$ cat config.mk
export PLATFORM = sky130hd
export DESIGN_NAME = uart_rx
export DESIGN_NICKNAME = d
export VERILOG_FILES = /design/src/rtl/uart_pkg.sv /design/src/rtl/bit_synchronizer.sv /design/src/rtl/uart_rx.sv
export SDC_FILE = /design/constraint.sdc
export NUM_CORES = 1
export LEC_CHECK = 0
export CAP_MARGIN = 20
export CORE_ASPECT_RATIO = 1.5
export CORE_MARGIN = 8
export CORE_UTILIZATION = 45
export CTS_CLUSTER_SIZE = 40
export DETAILED_ROUTE_END_ITERATION = 8
export HOLD_SLACK_MARGIN = 0.15
export PLACE_DENSITY = 0.65
export SLEW_MARGIN = 20
export SYNTH_ARGS = -nofsm -noshare
export SYNTH_HDL_FRONTEND = slang
export SYNTH_SLANG_ARGS = --single-unit
$ cat constraint.sdc
create_clock -name clk -period 3 [get_ports clk]
set_clock_uncertainty 0.2 [all_clocks]
set_input_delay 0.45 -clock clk [delete_from_list [all_inputs] [get_ports clk]]
set_output_delay 0.45 -clock clk [all_outputs]
set_load 0.02 [all_outputs]
$ cat src/rtl/uart_pkg.sv
// Shared types and timing constants for the UART receive path.
package uart_pkg;

    typedef enum logic [2:0] {
        IDLE,
        START,
        DATA,
        STOP,
        WAIT_HIGH
    } rx_state_t;

    localparam int unsigned OVERSAMPLE = 16;
    localparam logic [3:0]  MID_TICK   = 4'(OVERSAMPLE / 2 - 1);
    localparam logic [3:0]  LAST_TICK  = 4'(OVERSAMPLE - 1);

endpackage

$ cat src/rtl/bit_synchronizer.sv
// Multi-flop synchronizer for a single asynchronous input; resets to 1 (idle-high line).
module bit_synchronizer #(
    parameter int unsigned STAGES = 2
) (
    input  logic clk,
    input  logic rst,
    input  logic d,
    output logic q
);

    logic [STAGES-1:0] sync;

    always_ff @(posedge clk or posedge rst) begin
        if (rst) begin
            sync <= '1;
        end else begin
            sync <= {sync[STAGES-2:0], d};
        end
    end

    assign q = sync[STAGES-1];

endmodule

$ cat src/rtl/uart_rx.sv
// 8N1-style UART receiver: 16x oversampled, bit-centre sampling, done/framing-error strobes.
module uart_rx
    import uart_pkg::*;
#(
    parameter int unsigned DATA_BITS   = 8,
    parameter int unsigned SYNC_STAGES = 2
) (
    input  logic                 clk,
    input  logic                 rst,
    input  logic                 b_tick,
    input  logic                 rx,
    output logic [DATA_BITS-1:0] rx_data,
    output logic                 rx_done,
    output logic                 frame_err,
    output logic                 rx_busy
);

    localparam int unsigned BW = $clog2(DATA_BITS + 1);
    localparam logic [BW-1:0] LAST_BIT = BW'(DATA_BITS - 1);

    rx_state_t            state;
    logic                 rx_s;
    logic [3:0]           tick_cnt;
    logic [BW-1:0]        bit_cnt;
    logic [DATA_BITS-1:0] shreg;

    bit_synchronizer #(
        .STAGES(SYNC_STAGES)
    ) u_rx_sync (
        .clk(clk),
        .rst(rst),
        .d  (rx),
        .q  (rx_s)
    );

    always_ff @(posedge clk or posedge rst) begin
        if (rst) begin
            state     <= IDLE;
            tick_cnt  <= '0;
            bit_cnt   <= '0;
            shreg     <= '0;
            rx_data   <= '0;
            rx_done   <= 1'b0;
            frame_err <= 1'b0;
            rx_busy   <= 1'b0;
        end else begin
            rx_done   <= 1'b0;
            frame_err <= 1'b0;
            unique case (state)
                IDLE: begin
                    if (!rx_s) begin
                        state    <= START;
                        tick_cnt <= '0;
                        rx_busy  <= 1'b1;
                    end
                end
                START: begin
                    if (b_tick) begin
                        if (tick_cnt == MID_TICK) begin
                            // Line back high at the start-bit centre means it was a glitch.
                            if (!rx_s) begin
                                state    <= DATA;
                                tick_cnt <= '0;
                                bit_cnt  <= '0;
                            end else begin
                                state   <= IDLE;
                                rx_busy <= 1'b0;
                            end
                        end else begin
                            tick_cnt <= tick_cnt + 4'd1;
                        end
                    end
                end
                DATA: begin
                    if (b_tick) begin
                        tick_cnt <= tick_cnt + 4'd1;
                        if (tick_cnt == LAST_TICK) begin
                            shreg   <= {rx_s, shreg[DATA_BITS-1:1]};
                            bit_cnt <= bit_cnt + BW'(1);
                            if (bit_cnt == LAST_BIT) begin
                                state <= STOP;
                            end
                        end
                    end
                end
                STOP: begin
                    if (b_tick) begin
                        tick_cnt <= tick_cnt + 4'd1;
                        if (tick_cnt == LAST_TICK) begin
                            // Leave at the stop-bit centre so a following start edge is not missed.
                            if (rx_s) begin
                                rx_data <= shreg;
                                rx_done <= 1'b1;
                                state   <= IDLE;
                                rx_busy <= 1'b0;
                            end else begin
                                frame_err <= 1'b1;
                                state     <= WAIT_HIGH;
                            end
                        end
                    end
                end
                WAIT_HIGH: begin
                    if (rx_s) begin
                        state   <= IDLE;
                        rx_busy <= 1'b0;
                    end
                end
                default: begin
                    state   <= IDLE;
                    rx_busy <= 1'b0;
                end
            endcase
        end
    end

endmodule

# == Word level (Yosys, flattened, before mapping) ==
# Cells that the tools add are included.
# word_totals
register_bits,32
input_bits,4
out_inout_bits,11
word_cells,78
# classes
add_sub_neg,2
n_eq_ne,18
mux,38
bitwise_logic,1
n_reduce_logical,10
# op_table
op,count
4-bit 2-to-1 mux,9
3-bit 2-to-1 mux,10
"2-bit != test, second input constant",9
3-bit one-hot mux with 5 select lines,1
1-bit 2-to-1 mux,14
4-bit one-hot mux with 3 select lines,1
6-bit AND reduction,2
9-bit AND reduction,1
"4-bit by 1-bit adder with 4-bit output, second input constant",2
"4-bit by 3-bit == test with 1-bit output, second input constant",2
4-bit one-hot mux with 2 select lines,1
"3-bit by 2-bit == test with 1-bit output, second input constant",2
3-bit AND reduction,2
1-bit one-hot mux with 5 select lines,1
"4-bit == test, second input constant",1
"2-bit by 1-bit != test with 1-bit output, second input constant",2
4-bit AND reduction,1
"3-bit by 1-bit == test with 1-bit output, second input constant",1
"3-bit == test, second input constant",1
3-bit zero test,1
3-bit nonzero test,1
2-bit 2-to-1 mux,1
2-bit nonzero test,1
2-bit OR reduction,1
1-bit inverter,1

# == Logic depth before layout (Yosys ltp) ==
# Gate-level depths: netlist of the first run.
# logic_depth
ltp_word,5
ltp_mapped,6
mapped_depth_nobuf,5

# == Modules after synthesis ==
# Synthesis of the first run repeated with hierarchy kept, for this count alone.
# unflattened
cells_unflattened,127
area_unflattened_um2,1461.4
# modules_own_cells
mod,instances,cells_per_inst,area_each_um2,seq_area_each_um2
uart_rx,1,124,1405.1,750.7
bit_synchronizer,1,3,56.3,52.6

# == Worst setup path after synthesis of the first run ==
# Ideal clock, no wire load.
# synth_timing
kind,register to register
from,reg tick_cnt[0]
to,reg rx_data[0]
t_arrival_ps,1502
t_required_ps,2675
slack_ps,1173
path_stages_with_launch,6
cell_sequence,dfrtp_1 ha_1 and4b_4 nand3_4 nor2_8 mux2_2
# synth_via
elab_chain_len,2
# synth_lines
item,line_no,text
from (decl),uart_rx.sv:23,logic [3:0] tick_cnt;
from (signal assigned),uart_rx.sv:70,tick_cnt <= tick_cnt + 4'd1;
from (signal assigned),uart_rx.sv:76,tick_cnt <= tick_cnt + 4'd1;
from (signal assigned),uart_rx.sv:88,tick_cnt <= tick_cnt + 4'd1;
4-bit == test,uart_rx.sv:89,if (tick_cnt == LAST_TICK) begin
4-bit AND reduction (no source line),n/a,
to (signal assigned),uart_rx.sv:92,rx_data <= shreg;
to (decl),uart_rx.sv:12,"output logic [DATA_BITS-1:0] rx_data,"
# No other way between the ends.
# A chain may end at the register's enable or synchronous reset.

# == Worst setup path in the final report of the first run ==
# layout_timing
from,in b_tick
to,reg rx_data[3]
# layout_via
elab_chain_len,1
# layout_lines
item,line_no,text
from (decl),uart_rx.sv:10,"input logic b_tick,"
4-bit AND reduction (no source line),n/a,
# No other way between the ends.

==> impl_metrics.py, run 1 <==
metrics = {
    "drt": {
        "firstDrtPassIters": 4,
        "ant_nets": 0,
        "vias": 1009,
        "drt_iter0_markers": 28,
        "routed_via_density": 5.57,
        "wl_mm": 2.77,
        "routedWlPerCell_microns": 15.3,
        "drc": 0,
    },
    "placement": {
        "port-buffer-count": 14,
        "place_area_sq_um": 1650,
        "place.gp.congestion": 0.791,
        "post-dp-hpwl_mm": 2.00,
        "dp.cells": 174,
        "pre_cts_slack_ns": 0.603,
    },
    "finish": {
        "area_growth_pct": 17.4,
        "layoutNonFillerInstCount": 181,
        "drive_above_1_share_pct": 24.1,
        "seq_area_sq_um": 803,
        "n_fill_cell": 282,
        "multi_input_area_sq_um": 626,
        "final_common_cell": "dfrtp_1",
        "diodes": 0,
        "fin_util_pct": 55.4,
        "mostFrequentLayoutCells": "30 x dfrtp_1, 17 x mux2_2, 14 x clkdlybuf4s50_1",
        "fin_area_sq_um": 1750,
        "fin_nets": 147,
    },
    "floorplanning": {
        "die_area_sq_um": 5450,
        "rows": 25,
        "io_pins": 15,
        "start_util_pct": 47.2,
        "die_x_microns": 63.0,
        "coreArea_sq_um": 3160,
        "die_h_microns": 86.5,
    },
    "global_route": {
        "grt_first_pass_wirelength_mm": 4.83,
        "overflow": 0,
        "grt_max_degree": 15,
        "track_usage_pct": 11.2,
        "antenna_found_initial": 0,
        "grt_pass1_vias": 1055,
    },
    "logic_synthesis": {
        "synthMuxAreaShare_pct": 12.8,
        "yosys.area_share.simple_pct": 15.9,
        "syn_area_sq_um": 1490,
        "synthCells": 124,
        "synth_top_family_by_area": "simple AND/OR/NAND/NOR gates",
        "ys_seq_area_share_pct": 53.9,
        "synth_edf_count": 0,
        "synth_compound_area_share_pct": 11.6,
        "yosysUniqueCellTypes": 37,
        "synth_nets": 130,
        "synthAdderAreaFrac_pct": 1.68,
        "avgSynthCellArea_sq_um": 12.0,
        "yosysWarnings": 0,
        "async_reset_ff_share_pct": 100,
        "synthXorXnorAreaFrac_pct": 0,
        "ys_ff_latch": 32,
        "synth_ff_type": "dfrtp_1",
    },
    "timing": {
        "timing.hold.ws_ns": 0.155,
        "setup_viol": 0,
        "fin_crit_sh_pct": 70.6,
        "fmax_mhz": 472,
        "tns_ns": 0,
        "relSlewSlack_pct": 61.9,
        "hold_violations": 0,
        "grt_setup_unrepaired": "no",
        "period_minus_slack_ns": 2.12,
        "setup_ws_ns": 0.883,
        "drv_slew": 0,
        "tightest_slew_ns": 0.564,
    },
    "power_and_ir_drop": {
        "cellPowerDensity_nw_per_um2": 655,
        "ir_drop_uv": 340,
        "power.total_mw": 1.15,
        "p_leak_nw": 0.816,
    },
    "setup_path": {
        "worst-path-buf-inv": 1,
        "crit_type": "in2reg",
        "crit_path_end_kind": "flop",
        "start_kind": "input port",
        "max_stage_delay_ns": 0.58,
        "required_ns": 2.96,
        "cp_max_fo": 9,
        "critical_path.top_delay_family": "simple AND/OR/NAND/NOR gates",
        "crit_chain": "clkdlybuf4s50_1 -> and4b_4 -> nand3_4 -> nor2_8 -> mux2_2",
        "critPathArrivalTime_ns": 2.08,
        "slowest_stage": "clkdlybuf4s50_1",
    },
    "clock_network": {
        "root_buffer": "clkbuf_8",
        "cts_hold_buf": 0,
        "htree_levels": 2,
        "cts_max_path_buffers": 2,
        "cts_tree": "built",
        "postCtsSetupRepairBufs": 0,
        "cts_buffers": 5,
        "clock_latency_ns": 0.28,
        "cts_resized": 0,
        "clkSinkCount": 32,
        "clk_pin_slew_ns": 0.06,
    },
    "flow_run": {
        "cap_viol_max_count": 0,
    },
    "outcome": {
        "status": "finished, final reports clean",
    },
    "hold_path": {
        "hold_class": "reg2reg",
    },
}
where the power goes:
group / internal, mW / switching, mW
Combinational: 0.110 / 0.110
Sequential: 0.476 / 0.0973
Clock: 0.204 / 0.148
Total: 0.790 / 0.356
cells in the mapped netlist, types with 2 or more instances:
cell type,n,share of area (%)
dfrtp_1,30,50
nand2_1,8,2.0
a21oi_1,7,2.4
clkbuf_1,2,0.50
mux2_2,17,13
ha_1,2,1.7
buf_6,2,1.5
nor2_1,6,1.5
inv_1,5,1.3
nor3_1,5,1.7
nand3_1,2,0.67
nand4_1,2,0.84
dfstp_2,2,3.5
or2b_1,2,1.0
nor2_8,2,2.7
o31ai_1,3,1.5
o21ai_0,7,2.4
worst reg2reg max path, delay by kind of cell (launching register included):
family / cells / cell delay, ns
and+or+nand+nor: 3 / 0.83
DFF: 1 / 0.53
muxes: 1 / 0.36
sequential cells by signal (all words and copies together), names as in the netlist:
register / flops
bit_cnt: 4
frame_err: 1
rx_busy: 1
rx_data: 8
rx_done: 1
shreg: 8
state: 3
tick_cnt: 4
u_rx_sync.sync: 2
logic make-up after synthesis:
group,count (synthesis)
mux,17
fa+ha+maj,2
simple gates,36
flops,32
buf+inv,11
compound gates,26
cell type report:
| type | instances | share of cell area (%) |
|---|---|---|
| repair buffers | 16 | 8.87 |
| well taps | 40 | 2.86 |
| multi-input cells | 81 | 35.8 |
| flip-flops and latches | 32 | 45.9 |
| inverters | 5 | 1.07 |
| clock buffers | 7 | 5.51 |
routing by layer:
metal	GRT usage [%]	up-vias	routed length (microns)	share of wire (%)
met4	7.50	0	85	3.1
met3	4.52	9	145	5.2
li1	-	480	-	-
met2	18.0	19	1390	50
met5	0	-	0	0
met1	12.0	501	1150	41
worst paths after layout:
path / cells past startpoint / slack, ns / from / endpoint
max in group asynchronous: 3 / 1.75 / rst / u_rx_sync.sync[1]$_DFF_PP1_
min in group asynchronous: 2 / 0.27 / rst / state[0]$_DFFE_PP0P_
max reg2reg: 4 / 0.96 / state[2]$_DFFE_PP0P_ / rx_data[3]$_DFFE_PP0P_
max: 5 / 0.88 / b_tick / rx_data[3]$_DFFE_PP0P_
min: 0 / 0.15 / u_rx_sync.sync[0]$_DFF_PP1_ / u_rx_sync.sync[1]$_DFF_PP1_
min reg2reg: 0 / 0.15 / u_rx_sync.sync[0]$_DFF_PP1_ / u_rx_sync.sync[1]$_DFF_PP1_
No activity file was read; power rests on OpenSTA's default activity.
==> inputs of run 2 (changes only) <==
--- a/config.mk
+++ b/config.mk
@@ -12,7 +12,7 @@
 export CTS_CLUSTER_SIZE = 40
 export DETAILED_ROUTE_END_ITERATION = 8
 export HOLD_SLACK_MARGIN = 0.15
-export PLACE_DENSITY = 0.65
+export PLACE_DENSITY = 0.68
 export SLEW_MARGIN = 20
 export SYNTH_ARGS = -nofsm -noshare
 export SYNTH_HDL_FRONTEND = slang
==> constraint.sdc (replaced) <==
create_clock -name clk -period 1.8 [get_ports clk]
set_clock_uncertainty 0.2 [all_clocks]
set_input_delay 0.27 -clock clk [delete_from_list [all_inputs] [get_ports clk]]
set_output_delay 0.27 -clock clk [all_outputs]
set_load 0.02 [all_outputs]
==> impl_metrics.py, run 2 (synthesis results as in run 1) <==
metrics = {
    "timing": {
        "hold_violations": 0,
        "grt_setup_unrepaired": "yes",
        "tightest_slew_ns": 0.335,
        "drv_slew": 0,
        "setup_ws_ns": -0.0507,
        "fmax_mhz": 540,
        "fin_crit_sh_pct": 103,
        "period_minus_slack_ns": 1.85,
        "timing.hold.ws_ns": 0.155,
        "setup_viol": 16,
        "relSlewSlack_pct": 77.6,
    },
    "drt": {
        "drc": 0,
        "routed_via_density": 5.40,
        "ant_nets": 0,
        "drt-met1-wl_mm": 1.30,
        "met3_wirelength_microns": 108,
        "drt_iter0_markers": 39,
        "top_layer": "met4",
        "vias": 1063,
        "firstDrtPassIters": 4,
        "routedWlPerCell_microns": 15.2,
        "wl_mm": 2.99,
        "dr_wl_met2_mm": 1.56,
    },
    "clock_network": {
        "cts_max_path_buffers": 2,
        "clkSinkCount": 32,
        "htree_levels": 2,
        "root_buffer": "clkbuf_8",
        "clk_pin_slew_ns": 0.07,
        "cts_buffers": 5,
        "clock_latency_ns": 0.28,
        "cts_tree": "built",
    },
    "global_route": {
        "grt_first_pass_wirelength_mm": 5.16,
        "grt_max_degree": 15,
        "antenna_found_initial": 0,
        "overflow": 0,
        "grt_pass1_vias": 1143,
        "track_usage_pct": 11.7,
    },
    "setup_path": {
        "start_kind": "flop",
        "ff2ff_path_depth": 5,
        "worst-path-buf-inv": 0,
        "crit_type": "reg2reg",
        "crit_path_end_kind": "flop",
        "crit_chain": "ha_2 -> and4b_4 -> nand3_4 -> nor2_8 -> mux2_4",
        "crit_cells": 5,
        "critical_path.top_delay_family": "simple AND/OR/NAND/NOR gates",
        "slowest_stage": "dfrtp_1",
        "required_ns": 1.76,
        "critPathArrivalTime_ns": 1.81,
        "max_stage_delay_ns": 0.36,
        "cp_max_fo": 8,
    },
    "hold_path": {
        "hold_depth": 0,
        "hold_class": "reg2reg",
    },
    "finish": {
        "final_common_cell": "dfrtp_1",
        "fin_util_pct": 60.5,
        "layoutNonFillerInstCount": 197,
        "drive_above_1_share_pct": 34.4,
        "top_regs": "rx_data (8), shreg (8)",
        "diodes": 0,
        "mostFrequentLayoutCells": "29 x dfrtp_1, 16 x buf_4, 13 x clkdlybuf4s50_1",
        "fin_area_sq_um": 1910,
        "fin_nets": 162,
        "area_growth_pct": 28.2,
    },
    "floorplanning": {
        "coreArea_sq_um": 3160,
        "start_util_pct": 47.2,
        "rows": 25,
        "die_h_microns": 86.5,
        "io_pins": 15,
        "die_x_microns": 63.0,
        "die_area_sq_um": 5450,
    },
    "placement": {
        "place.gp.congestion": 0.840,
        "port-buffer-count": 14,
        "dp.cells": 187,
        "post-dp-hpwl_mm": 2.11,
        "place_area_sq_um": 1750,
    },
    "power_and_ir_drop": {
        "power.total_mw": 2.06,
        "cellPowerDensity_nw_per_um2": 1080,
        "ir_drop_uv": 681,
        "p_leak_nw": 0.899,
    },
    "flow_run": {
        "cap_viol_max_count": 0,
    },
    "outcome": {
        "status": "complete, but fails checks",
        "violations": "setup timing",
    },
}
[run 2: through the flow]
stage | setup slack, ns | setup TNS (ns)
after global routing | -0.131 | -1.79
after global placement | -0.243 | -4.35
after detailed placement | -0.270 | -4.87
after floorplan | 0.00758 | 0
final | -0.0507 | -0.429
after CTS | -0.0651 | -0.805
[run 2: timing repair]
action | 4_1_cts | 5_1_grt
hold endpoints to repair | 6 | 0
resized for setup | 4 | 11
hold buffers | 1 | 0
pin swaps | 0 | 4
endpoints found under the setup margin | 16 | 23
setup buffers | 0 | 1
[run 2: final cells by class]
type / count / area, sq um
multi-input cells: 81 / 672
inverters: 5 / 18.8
well taps: 40 / 50.0
fillers: 261 / 1250
clock inverters: 2 / 10.0
flip-flops and latches: 32 / 805
clock buffers: 6 / 82.6
repair buffers: 31 / 273
[run 2: power breakdown]
part | leakage, nW | switching, mW | internal, mW
combinational | 0.428 | 0.287 | 0.311
clock | 0.0510 | 0.262 | 0.305
sequential | 0.419 | 0.0953 | 0.796
[run 2: final timing paths]
path,start,to,slack [ns]
setup / recovery,tick_cnt[0]$_DFFE_PP0P_,shreg[6]$_DFFE_PP0P_,-0.05
hold / removal,u_rx_sync.sync[0]$_DFF_PP1_,u_rx_sync.sync[1]$_DFF_PP1_,0.16
setup reg to reg,tick_cnt[0]$_DFFE_PP0P_,shreg[6]$_DFFE_PP0P_,-0.05
hold reg to reg,u_rx_sync.sync[0]$_DFF_PP1_,u_rx_sync.sync[1]$_DFF_PP1_,0.16
max in group asynchronous,rst,shreg[0]$_DFFE_PP0P_,0.30
min in group asynchronous,rst,shreg[7]$_DFFE_PP0P_,0.60
[run 2: layer usage]
layer / vias to the layer above / global-route usage (%)
met3: 2 / 3.87
met5: - / 0
met4: 0 / 4.58
met2: 18 / 20.2
li1: 511 / -
met1: 532 / 12.8
==> inputs of run 3 (changes only) <==
--- a/config.mk
+++ b/config.mk
@@ -12,7 +12,7 @@
 export CTS_CLUSTER_SIZE = 40
 export DETAILED_ROUTE_END_ITERATION = 8
 export HOLD_SLACK_MARGIN = 0.15
-export PLACE_DENSITY = 0.68
+export PLACE_DENSITY_LB_ADDON = 0.3
 export SLEW_MARGIN = 20
 export SYNTH_ARGS = -nofsm -noshare
 export SYNTH_HDL_FRONTEND = slang
==> impl_metrics.py, run 3 (synthesis results as in run 1) <==
metrics = {
    "outcome": {
        "status": "complete, but fails checks",
        "violations": "setup timing",
    },
    "power_and_ir_drop": {
        "cellInternalPower_mw": 1.42,
        "power_frac_seq_pct": 43.1,
        "cellPowerDensity_nw_per_um2": 1060,
        "ir_drop_uv": 887,
        "p_comb_share_pct": 29.5,
        "clkPwrFrac_pct": 27.4,
        "p_leak_nw": 0.909,
        "power.switching_mw": 0.641,
        "swShare_pct": 31.2,
    },
    "setup_path": {
        "critical_path.top_delay_family": "simple AND/OR/NAND/NOR gates",
        "crit_type": "reg2reg",
        "required_ns": 1.76,
        "crit_chain": "ha_2 -> and4b_4 -> nand3_4 -> nor2_8 -> mux2_4",
        "max_stage_delay_ns": 0.36,
        "slowest_stage": "dfrtp_1",
        "start_kind": "flop",
        "worst-path-buf-inv": 0,
        "r2r-start": "tick_cnt[1]$_DFFE_PP0P_",
        "startpoint": "tick_cnt[1]$_DFFE_PP0P_",
        "cp_max_fo": 8,
        "critPathArrivalTime_ns": 1.84,
        "crit_path_end_kind": "flop",
    },
    "floorplanning": {
        "io_pins": 15,
        "die_h_microns": 86.5,
        "coreArea_sq_um": 3160,
        "die_x_microns": 63.0,
        "start_util_pct": 47.2,
        "rows": 25,
        "die_area_sq_um": 5450,
    },
    "finish": {
        "fin_nets": 164,
        "fin_util_pct": 61.5,
        "layoutNonFillerInstCount": 199,
        "area_growth_pct": 30.3,
        "mostFrequentLayoutCells": "29 x dfrtp_1, 16 x buf_4, 14 x mux2_4, 14 x clkdlybuf4s50_1",
        "fin_area_sq_um": 1940,
        "final_common_cell": "dfrtp_1",
        "drive_above_1_share_pct": 34.0,
        "n_fill_cell": 250,
        "seq_area_sq_um": 805,
        "diodes": 0,
        "top_regs": "rx_data (8), shreg (8)",
        "multi_input_area_sq_um": 694,
    },
    "placement": {
        "port-buffer-count": 14,
        "pre_cts_slack_ns": -0.271,
        "post-dp-hpwl_mm": 2.07,
        "place_area_sq_um": 1750,
        "place.gp.congestion": 0.777,
        "dp.cells": 186,
    },
    "timing": {
        "fin_crit_sh_pct": 104,
        "timing.hold.ws_ns": 0.157,
        "hold_violations": 0,
        "drv_slew": 0,
        "grt_setup_unrepaired": "yes",
        "period_minus_slack_ns": 1.88,
        "relSlewSlack_pct": 77.1,
        "tightest_slew_ns": 0.344,
        "setup_ws_ns": -0.0778,
        "fmax_mhz": 533,
        "setup_viol": 16,
    },
    "flow_run": {
        "cap_viol_max_count": 0,
    },
    "drt": {
        "ant_nets": 0,
        "drc": 0,
        "routedWlPerCell_microns": 16.3,
        "routed_via_density": 5.38,
        "drt_iter0_markers": 27,
        "vias": 1071,
        "wl_mm": 3.24,
        "firstDrtPassIters": 4,
    },
    "clock_network": {
        "cts_tree": "built",
        "clock_latency_ns": 0.28,
        "htree_levels": 2,
        "clkSinkCount": 32,
        "cts_buffers": 5,
        "cts_max_path_buffers": 2,
        "clk_pin_slew_ns": 0.07,
        "root_buffer": "clkbuf_8",
    },
    "global_route": {
        "grt_max_degree": 14,
        "overflow": 0,
        "antenna_found_initial": 0,
        "track_usage_pct": 11.7,
        "grt_pass1_vias": 1163,
        "grt_first_pass_wirelength_mm": 5.11,
    },
    "hold_path": {
        "hold_path.startpoint": "u_rx_sync.sync[0]$_DFF_PP1_",
        "hold_class": "reg2reg",
    },
}
[run 3: cell count changes in the layout (fill, tap and decap cells not counted), moves of 2 or more]
cell     delta
mux2_2      -6
o21ai_0     +2
o21ai_1     -2
mux2_4      +6
[run 3: layout make-up]
cell class / instances / share of cell area [%]
flip-flops and latches: 32 / 41.4
clock inverters: 2 / 0.515
clock buffers: 6 / 4.25
repair buffers: 32 / 14.5
inverters: 5 / 0.966
multi-input cells: 82 / 35.8
well taps: 40 / 2.58
[run 3: through the flow]
stage | total power [mW] | TNS [ns]
after floorplan | 1.29 | 0
after global placement | 1.43 | -4.36
after detailed placement | 1.46 | -4.65
after CTS | 2.03 | -0.857
after global routing | 2.19 | -2.22
final | 2.06 | -0.736
[run 3: worst paths after layout]
kind | cells after the start | slack [ns] | to
max | 5 | -0.08 | shreg[6]$_DFFE_PP0P_
max reg2reg | 5 | -0.08 | shreg[6]$_DFFE_PP0P_
min reg2reg | 0 | 0.16 | u_rx_sync.sync[1]$_DFF_PP1_
max in group asynchronous | 4 | 0.19 | u_rx_sync.sync[1]$_DFF_PP1_
min | 0 | 0.16 | u_rx_sync.sync[1]$_DFF_PP1_
min in group asynchronous | 3 | 0.65 | shreg[2]$_DFFE_PP0P_
[run 3: timing repair]
action,CTS,global route
pin swaps,0,1
cloned,0,1
hold buffers,1,0
resized for setup,8,9
endpoints found under the setup margin,16,21
setup buffers,0,3
hold endpoints to repair,8,0
[run 3: power by group through the flow]
stage	logic [mW]	clock network (mW)	registers [mW]
after floorplan	0.427	0	0.862
after global placement	0.539	0	0.891
after detailed placement	0.562	0	0.897
after CTS	0.566	0.579	0.885
after global routing	0.676	0.615	0.899
final	0.607	0.564	0.887
[run 3: per-layer routing]
layer  part of all wire (%)  track usage (%)  up-vias
li1                       -                -      513
met3                    2.9             3.48        6
met1                     42             12.1      538
met2                     53             20.8       14
met4                    1.8             5.63        0
met5                      0                0        -
